`src/rtl/fifo_pkg.sv`:
```
// Shared definitions for the FIFO read-side drain stage and its downstream consumers.
package fifo_pkg;

  localparam int FIFO_DATA_WIDTH_DEFAULT = 8;
  localparam int DRAIN_DEPTH             = 2;

  typedef logic [1:0] drain_occ_t;

  typedef struct packed {
    logic                               valid;
    logic [FIFO_DATA_WIDTH_DEFAULT-1:0] data;
  } fifo_stream_t;

  // A new pop is safe only if the returning word still has a slot after this cycle's dequeue.
  function automatic logic drain_pop_allowed(input drain_occ_t occ, input logic inflight,
                                             input logic deq);
    logic [2:0] pending;
    pending = {1'b0, occ} + {2'b00, inflight} - {2'b00, deq};
    return (pending < 3'(DRAIN_DEPTH));
  endfunction

endpackage

```
`src/rtl/drain_skid_buf.sv`:
```
// Two-entry output buffer: entry 0 is the head, entry 1 the skid slot.
// Dequeue is applied before capture so a returning word lands in the first free entry.
module drain_skid_buf
  import fifo_pkg::*;
#(
  parameter int W = FIFO_DATA_WIDTH_DEFAULT
) (
  input  logic         clk,
  input  logic         rst,
  input  logic         clr_i,
  input  logic         deq_i,
  input  logic         cap_i,
  input  logic [W-1:0] cap_data_i,
  output drain_occ_t   occ_o,
  output logic [W-1:0] head_o
);

  drain_occ_t   occ_q, occ_d, occ_deq_s;
  logic [W-1:0] e0_q, e0_d, e1_q, e1_d;

  // Next-state: clear wins, otherwise shift on dequeue then place the captured word.
  always_comb begin
    occ_d     = occ_q;
    e0_d      = e0_q;
    e1_d      = e1_q;
    occ_deq_s = occ_q - {1'b0, deq_i};
    if (clr_i) begin
      occ_d = 2'd0;
      e0_d  = {W{1'b0}};
      e1_d  = {W{1'b0}};
    end else begin
      if (deq_i) begin
        e0_d = e1_q;
        e1_d = {W{1'b0}};
      end else begin
        e0_d = e0_q;
        e1_d = e1_q;
      end
      if (cap_i) begin
        if (occ_deq_s == 2'd0) begin
          e0_d = cap_data_i;
        end else begin
          e1_d = cap_data_i;
        end
      end else begin
        e0_d = e0_d;
      end
      occ_d = occ_deq_s + {1'b0, cap_i};
    end
  end

  // Buffer state registers.
  always_ff @(posedge clk or posedge rst) begin
    if (rst) begin
      occ_q <= 2'd0;
      e0_q  <= {W{1'b0}};
      e1_q  <= {W{1'b0}};
    end else begin
      occ_q <= occ_d;
      e0_q  <= e0_d;
      e1_q  <= e1_d;
    end
  end

  assign occ_o  = occ_q;
  assign head_o = e0_q;

endmodule

```
`src/rtl/fifo_stream_drain.sv`:
```
// Drains a registered-read FIFO into a valid/ready stream at one word per cycle.
// Optional DRAIN_FLUSH_EN adds a flush input that discards buffered and in-flight words.
module fifo_stream_drain
  import fifo_pkg::*;
#(
  parameter int DATA_WIDTH = FIFO_DATA_WIDTH_DEFAULT
) (
  input  logic                  clk,
  input  logic                  rst,
  input  logic                  fifo_empty,
  input  logic [DATA_WIDTH-1:0] fifo_data,
  output logic                  fifo_rd_cs,
  output logic                  fifo_rd_en,
  output logic                  m_valid,
  output logic [DATA_WIDTH-1:0] m_data,
`ifdef DRAIN_FLUSH_EN
  input  logic                  flush,
`endif
  input  logic                  m_ready
);

  logic       cs_q;
  logic       inflight_q, inflight_d;
  logic       deq_s, cap_s, clr_s, pop_s;
  drain_occ_t occ_s;

`ifdef DRAIN_FLUSH_EN
  logic discard_q;

  // One-cycle discard window so nothing from before the flush edge is captured.
  always_ff @(posedge clk or posedge rst) begin
    if (rst) begin
      discard_q <= 1'b0;
    end else begin
      discard_q <= flush;
    end
  end

  assign clr_s = flush;
  assign cap_s = inflight_q & ~discard_q;
`else
  assign clr_s = 1'b0;
  assign cap_s = inflight_q;
`endif

  assign m_valid = (occ_s != 2'd0);
  assign deq_s   = m_valid & m_ready;

  // Pop decision uses this cycle's sink acceptance so steady state keeps one pop per cycle.
  always_comb begin
    pop_s = 1'b0;
    if (cs_q && !fifo_empty && !clr_s) begin
      pop_s = drain_pop_allowed(occ_s, inflight_q, deq_s);
    end else begin
      pop_s = 1'b0;
    end
    inflight_d = pop_s;
  end

  // Chip select and in-flight tracking; a pop pending at reset is simply abandoned.
  always_ff @(posedge clk or posedge rst) begin
    if (rst) begin
      cs_q       <= 1'b0;
      inflight_q <= 1'b0;
    end else begin
      cs_q       <= 1'b1;
      inflight_q <= inflight_d;
    end
  end

  assign fifo_rd_cs = cs_q;
  assign fifo_rd_en = pop_s;

  drain_skid_buf #(
    .W(DATA_WIDTH)
  ) u_buf (
    .clk        (clk),
    .rst        (rst),
    .clr_i      (clr_s),
    .deq_i      (deq_s),
    .cap_i      (cap_s),
    .cap_data_i (fifo_data),
    .occ_o      (occ_s),
    .head_o     (m_data)
  );

endmodule
```
`config.mk`:
```
export PLATFORM = sky130hd
export DESIGN_NAME = fifo_stream_drain
export DESIGN_NICKNAME = d
export VERILOG_FILES = /design/src/rtl/fifo_pkg.sv /design/src/rtl/drain_skid_buf.sv /design/src/rtl/fifo_stream_drain.sv
export SDC_FILE = /design/constraint.sdc
export NUM_CORES = 1
export LEC_CHECK = 0
export ABC_AREA = 0
export CORE_MARGIN = 4
export CORE_UTILIZATION = 60
export DETAILED_ROUTE_END_ITERATION = 8
export DONT_BUFFER_PORTS = 1
export PLACE_DENSITY = 0.76
export SETUP_SLACK_MARGIN = 0.02
export SYNTH_ARGS = -nofsm -noshare
export SYNTH_HDL_FRONTEND = slang
export SYNTH_SLANG_ARGS = --single-unit
```
`constraint.sdc`:
```
create_clock -name clk -period 5.3 [get_ports clk]
set_input_delay 1.06 -clock clk [delete_from_list [all_inputs] [get_ports clk]]
set_output_delay 1.06 -clock clk [all_outputs]
set_load 0.01 [all_outputs]
```
==> results of run 1 <==
[worst max-delay path by stage]
stage                 endpoint  slack, ns  cells after the start
global placement    fifo_rd_en       1.53                      8
detailed placement  fifo_rd_en       1.46                      8
CTS                 fifo_rd_en       1.44                      8
floorplan           fifo_rd_en       1.64                      8
finish              fifo_rd_en       1.48                      8
global route        fifo_rd_en       1.33                      8
[cell type report]
class | count | area [um2]
sequential | 20 | 500
fill | 108 | 400
multi-input combinational | 56 | 369
clock inverter | 1 | 30.0
inverter | 6 | 25.0
clock buffer | 3 | 22.5
tap | 15 | 18.8
[synth_stat cells]
cell and count:
a21oi_4 1, nand3b_2 1, ha_1 3, o21ai_4 1
fa_1 1, dfrtp_1 20, nand2_1 19, and2_0 1
buf_2 1, nor3_1 1, nand2b_4 1, a31oi_1 8
buf_4 1, inv_4 1, a22o_1 8, xor2_1 2
conb_1 1, inv_1 5, nor2_1 8
[routing by layer]
metal | vias to the layer above | GRT usage (%) | part of all wire (%)
met5 | - | 0 | 0
met4 | 0 | 9.94 | 1.4
met3 | 4 | 3.07 | 7.1
met2 | 17 | 24.1 | 44
met1 | 277 | 24.8 | 48
li1 | 290 | - | -
[registers in the layout (all words and copies together) (netlist names)]
name	count
u_buf.e1_q	8
u_buf.head_o	8
u_buf.occ_o	2
cap_s	1
fifo_rd_cs	1
[logic make-up after synthesis]
logic type      count (synthesis)  share of synthesized area (%)
simple gates                   31                           15.2
flops                          20                           55.2
compound gates                 18                           16.8
buf+inv                         8                           4.14
fa+ha+maj                       4                           6.35
xor+xnor                        2                           1.93
other cells                     1                          0.413
[critical path, stage by stage]
cell	delay [ns]
o21ai_4	0.11
inv_4	0.12
ha_1	0.36
inv_1	0.10
nand2_1	0.07
fa_1	0.38
xor2_1	0.15
nor3_1	0.41
[report_power, final]
group / switching, W / internal, W / total [W]
sequential: 0.0000421 / 0.000196 / 0.000238
clock: 0.0000466 / 0.0000764 / 0.000123
combinational: 0.0000977 / 0.0000725 / 0.000170
total: 0.000186 / 0.000345 / 0.000531
[stage by stage]
step	worst slack (ns)	cell area (um2)	utilization, %
floorplan	1.64	907	-
global placement	1.53	913	66.8
detailed placement	1.46	913	66.8
CTS	1.44	966	70.7
global route	1.33	966	70.7
finish	1.48	966	70.7
==> run summary, run 1 <==
status: finished, final reports clean
arrival time at the worst endpoint: 2.76 ns
vias: 588
worst hold start: u_buf.e1_q[3]$_DFF_PP0_
commonest non-fill, non-tap cell in the layout: dfrtp_1
Cells on Worst Hold Path: 1
relative slew slack: 53.3%
clk_lat worst skew: 0.30 ns
register area share after synthesis: 55.2%
Setup crit start kind: input port
Layout Cells excl Fill: 101
leakage power: 0.473 nW
Total Power: 0.000531 W
Reg clk slew, reported paths: 0.11 ns
CTS Buffer Depth: 2
Iter 0 DRT Violations: 10
Post-Syn Instances: 84
f_max: 262 MHz
I/O pin cnt: 23
share of cells above drive strength 1: 10.5%
setup_tns: 0 ns
FF+latch count, synth: 20
largest net degree at the start of global routing: 21
Initial Utilization: 66.4%
Die H: 46.9 um
Reg2Reg Depth: 8
First-pass DRT Iterations: 4
RR Startpoint: u_buf.occ_o[1]$_DFF_PP0_
total CTS buffers: 3
vias in the first global route: 604
Pwr Density: 550 nW/um2
Final Max Tran Viols: 0
Hold WC Path Type: reg -> reg
Layout Nets: 103
syn nets: 100
Required @ worst endpoint: 4.24 ns
crit-path max FO: 10
largest cells by area after synthesis: dfrtp_1 (55%), nand2_1 (7.9%), a22o_1 (7.7%), a31oi_1 (5.5%), ha_1 (4.1%)
FF-to-FF setup slack: 2.72 ns
final WL: 1.59 mm
Post-CTS Resized: 0
Final GP Congestion: 0.786
Post-DP HPWL: 1.10 mm
Sink Count: 20
Worst setup EP type: primary output
number of H-tree levels: 1
Die W: 46.9 um
Yosys top cell by area: dfrtp_1
Via density: 5.82
Synth warnings: 0
initial antenna violation count: 0
Final setup viols: 0
smallest hold slack: 0.515 ns
Max VDD drop: 0.347 mV
crit share post-route: 72.1%
first-pass GRT wire length: 2.60 mm
fin crit period: 3.82 ns
kind of critical path: in -> out
Post-CTS Setup Bufs: 0
grt total ovfl: 0
GRT Total Usage: 17.1%
CTS tree: yes
Die ar.: 2200 um2
worst slew pin tran: 0.700 ns
DRC: 0
leading cell types in the layout, fill and taps excluded: dfrtp_1 (20), nand2_1 (19), nor2_1 (8), a31oi_1 (8), a22o_1 (8)
MaxCap Viol Count: 0
Critical path origin: m_ready
Area Overhead vs Synth: 6.48%
reg2reg end: cap_s$_DFF_PP0_
Root Buffer: clkbuf_4
Fin. Hold Viols: 0
hold endpoint: u_buf.e1_q[3]$_DFF_PP0_
Mapped Area: 907 um2
core box area: 1370 um2
syn_area_per_cell: 10.8 um2
I/O Buffers: 0
Clock Skew: 0.00332 ns
post-route ant nets: 0
row count: 13
Yosys top cell area share: 55.2%
Placed Cells: 97
Yosys cell types: 19
ANT cells: 0
RSZ-0062 raised after global routing: false
hold-fix buffers at CTS: 0
Avg WL per Cell: 15.8 um
(Power assumes the default switching activity.)
==> inputs of run 2 (changes only) <==
CORE_UTILIZATION = 53   (was 60)
PLACE_DENSITY = 0.71   (was 0.76)
clock period = 3.19 ns   (was 5.3 ns; I/O delays follow)
==> run 2 against run 1 <==
Clock skew up 0.0012 ns. Critical path depth unchanged. Worst hold slack lost 0.17 ns. Sequential share of layout area up 0.54 points. First-iteration DRC count grew 10%. Power is 53% higher. Largest power group unchanged.
==> run summary, run 2 (same netlist as run 1, synthesis figures left out) <==
status: finished, final reports clean
number of H-tree levels: 1 (unchanged)
Placement Cell Area: 915 um2 (+0.14%)
Pwr Density: 851 nW/um2 (+55%)
share of cells above drive strength 1: 13.8% (+3.3 points)
clk_lat worst skew: 0.29 ns (about the same)
Avg WL per Cell: 16.7 um (+6.2%)
Iter 0 DRT Violations: 11 (+1)
Final setup viols: 0 (unchanged)
Required @ worst endpoint: 2.55 ns (-1.69 ns)
arrival time at the worst endpoint: 2.36 ns (-0.40 ns)
f_max: 334 MHz
Clock Skew: 0.00454 ns (+0.00122 ns)
vias in the first global route: 644 (+6.6%)
leading cell types in the layout, fill and taps excluded: nand2_1 (19), dfrtp_1 (19), nor2_1 (8), a31oi_1 (8), a22o_1 (8)
Core Util, Final: 61.5% (-9.2 points)
relative slew slack: 51.5% (-1.7 points)
final instance area: 958 um2 (-0.78%)
Fin. Hold Viols: 0 (unchanged)
pre-CTS setup slack: 0.152 ns (-1.31 ns)
CP max stage cell: dfrtp_1
MaxCap Viol Count: 0 (unchanged)
Slowest Stage Delay on Critical Path: 0.42 ns (about the same)
CTS Buffer Depth: 2 (unchanged)
ANT cells: 0 (unchanged)
setup_tns: 0 ns (unchanged)
smallest hold slack: 0.340 ns (-0.174 ns)
hold-fix buffers at CTS: 0 (unchanged)
Top Family by Delay on Critical Path: adder cells
First-pass DRT Iterations: 5 (+1)
worst setup margin: 0.195 ns (-1.29 ns)
crit share post-route: 93.9%
leakage power: 0.468 nW (-0.95%)
fin crit period: 2.99 ns
Post-DP HPWL: 1.19 mm (+8.3%)
I/O pin cnt: 23 (unchanged)
Worst setup EP type: primary output
Root Buffer: clkbuf_4
filler cell count: 123 (+14%)
DRC: 0 (unchanged)
CP Buf/Inv Count: 2 (unchanged)
total CTS buffers: 3 (unchanged)
final WL: 1.73 mm (+8.3%)
row count: 14 (+1)
core box area: 1560 um2 (+14%)
I/O Buffers: 0 (unchanged)
Via density: 6.05 (+3.9%)
largest net degree at the start of global routing: 21 (unchanged)
crit-path max FO: 10 (unchanged)
kind of critical path: reg -> out
Final Max Tran Viols: 0 (unchanged)
Max VDD drop: 0.468 mV (+35%)
Sink Count: 20 (unchanged)
critical-path cell list: o21ai_4, inv_4, ha_1, inv_1, nand2_1, fa_1, xor2_1, nor3_2
vias: 623 (+6.0%)
CTS tree: yes
Die W: 49.4 um (+5.3%)
worst slew pin tran: 0.726 ns (+0.0262 ns)
initial antenna violation count: 0 (unchanged)
Initial Utilization: 58.2% (-8.2 points)
Die ar.: 2440 um2 (+11%)
Reg clk slew, reported paths: 0.10 ns (about the same)
RSZ-0062 raised after global routing: false
post-route ant nets: 0 (unchanged)
Area Overhead vs Synth: 5.66%
Layout Nets: 105 (+1.9%)
Die H: 49.4 um (+5.3%)
Setup crit start kind: register
first-pass GRT wire length: 2.88 mm (+11%)
RR Startpoint: u_buf.occ_o[0]$_DFF_PP0_
Hold WC Path Type: in -> async
grt total ovfl: 0 (unchanged)
Final GP Congestion: 0.752 (-4.4%)
GRT Total Usage: 15.8% (-1.3 points)
Critical path origin: u_buf.occ_o[0]$_DFF_PP0_
run 2: cell types whose count changed in the layout (fill, tap and decap cells not counted):
cell	change
bufinv_16	-1
buf_4	+2
nor3_2	+1
dfrtp_2	+1
dfrtp_1	-1
nor3_1	-1
run 2: layout make-up:
class	count	area, um2	area share, %
multi-input combinational	56	374	39.0
sequential	20	502	52.3
clock buffer	3	22.5	2.35
tap	16	20.0	2.09
timing repair buffer	2	15.0	1.57
inverter	6	25.0	2.61
run 2: per-layer routing:
layer	vias up	track usage, %	routed length, um
met5	-	0	0
met4	0	6.45	19
met3	3	6.42	174
met2	27	24.8	845
met1	302	19.2	686
li1	291	-	-
run 2: worst paths after layout:
kind / end / slack, ns / depth (start not counted)
worst max-delay path: fifo_rd_en / 0.20 / 8
worst min-delay path: u_buf.head_o[4]$_DFF_PP0_ / 0.34 / 1
worst max register to register: cap_s$_DFF_PP0_ / 1.03 / 8
worst min register to register: u_buf.e1_q[3]$_DFF_PP0_ / 0.51 / 1
max in group asynchronous: u_buf.occ_o[1]$_DFF_PP0_ / 2.35 / 1
min in group clk: cap_s$_DFF_PP0_ / 0.42 / 1
run 2: what timing repair did:
| action | in CTS | in global routing |
|---|---|---|
| resized for setup | 1 | 1 |
| setup endpoints to repair | 1 | 1 |
| hold endpoints to repair | 0 | 0 |
| buffers inserted | 1 | 1 |
| pin swaps | 1 | 1 |
run 2: worst register-to-register path: cells and delay by family (launching register included):
kind,cells,cell delay (ns)
compound gates,1,0.19
xor+xnor,1,0.16
fa+ha+maj,2,0.74
buf+inv,2,0.19
flops,1,0.42
simple gates,2,0.35
run 2: power by group:
| group | total (W) | switching, W | internal (W) | leakage [nW] |
|---|---|---|---|---|
| Combinational | 0.000312 | 0.000179 | 0.000134 | 0.188 |
| Clock | 0.000114 | 0.0000701 | 0.0000440 | 0.0138 |
| Sequential | 0.000389 | 0.0000618 | 0.000327 | 0.267 |
run 2: stage by stage:
stage / instances / power [W]
floorplan: 84 / 0.000625
global placement: 98 / 0.000676
detailed placement: 98 / 0.000683
CTS: 102 / 0.000809
global route: 103 / 0.000886
finish: 103 / 0.000815
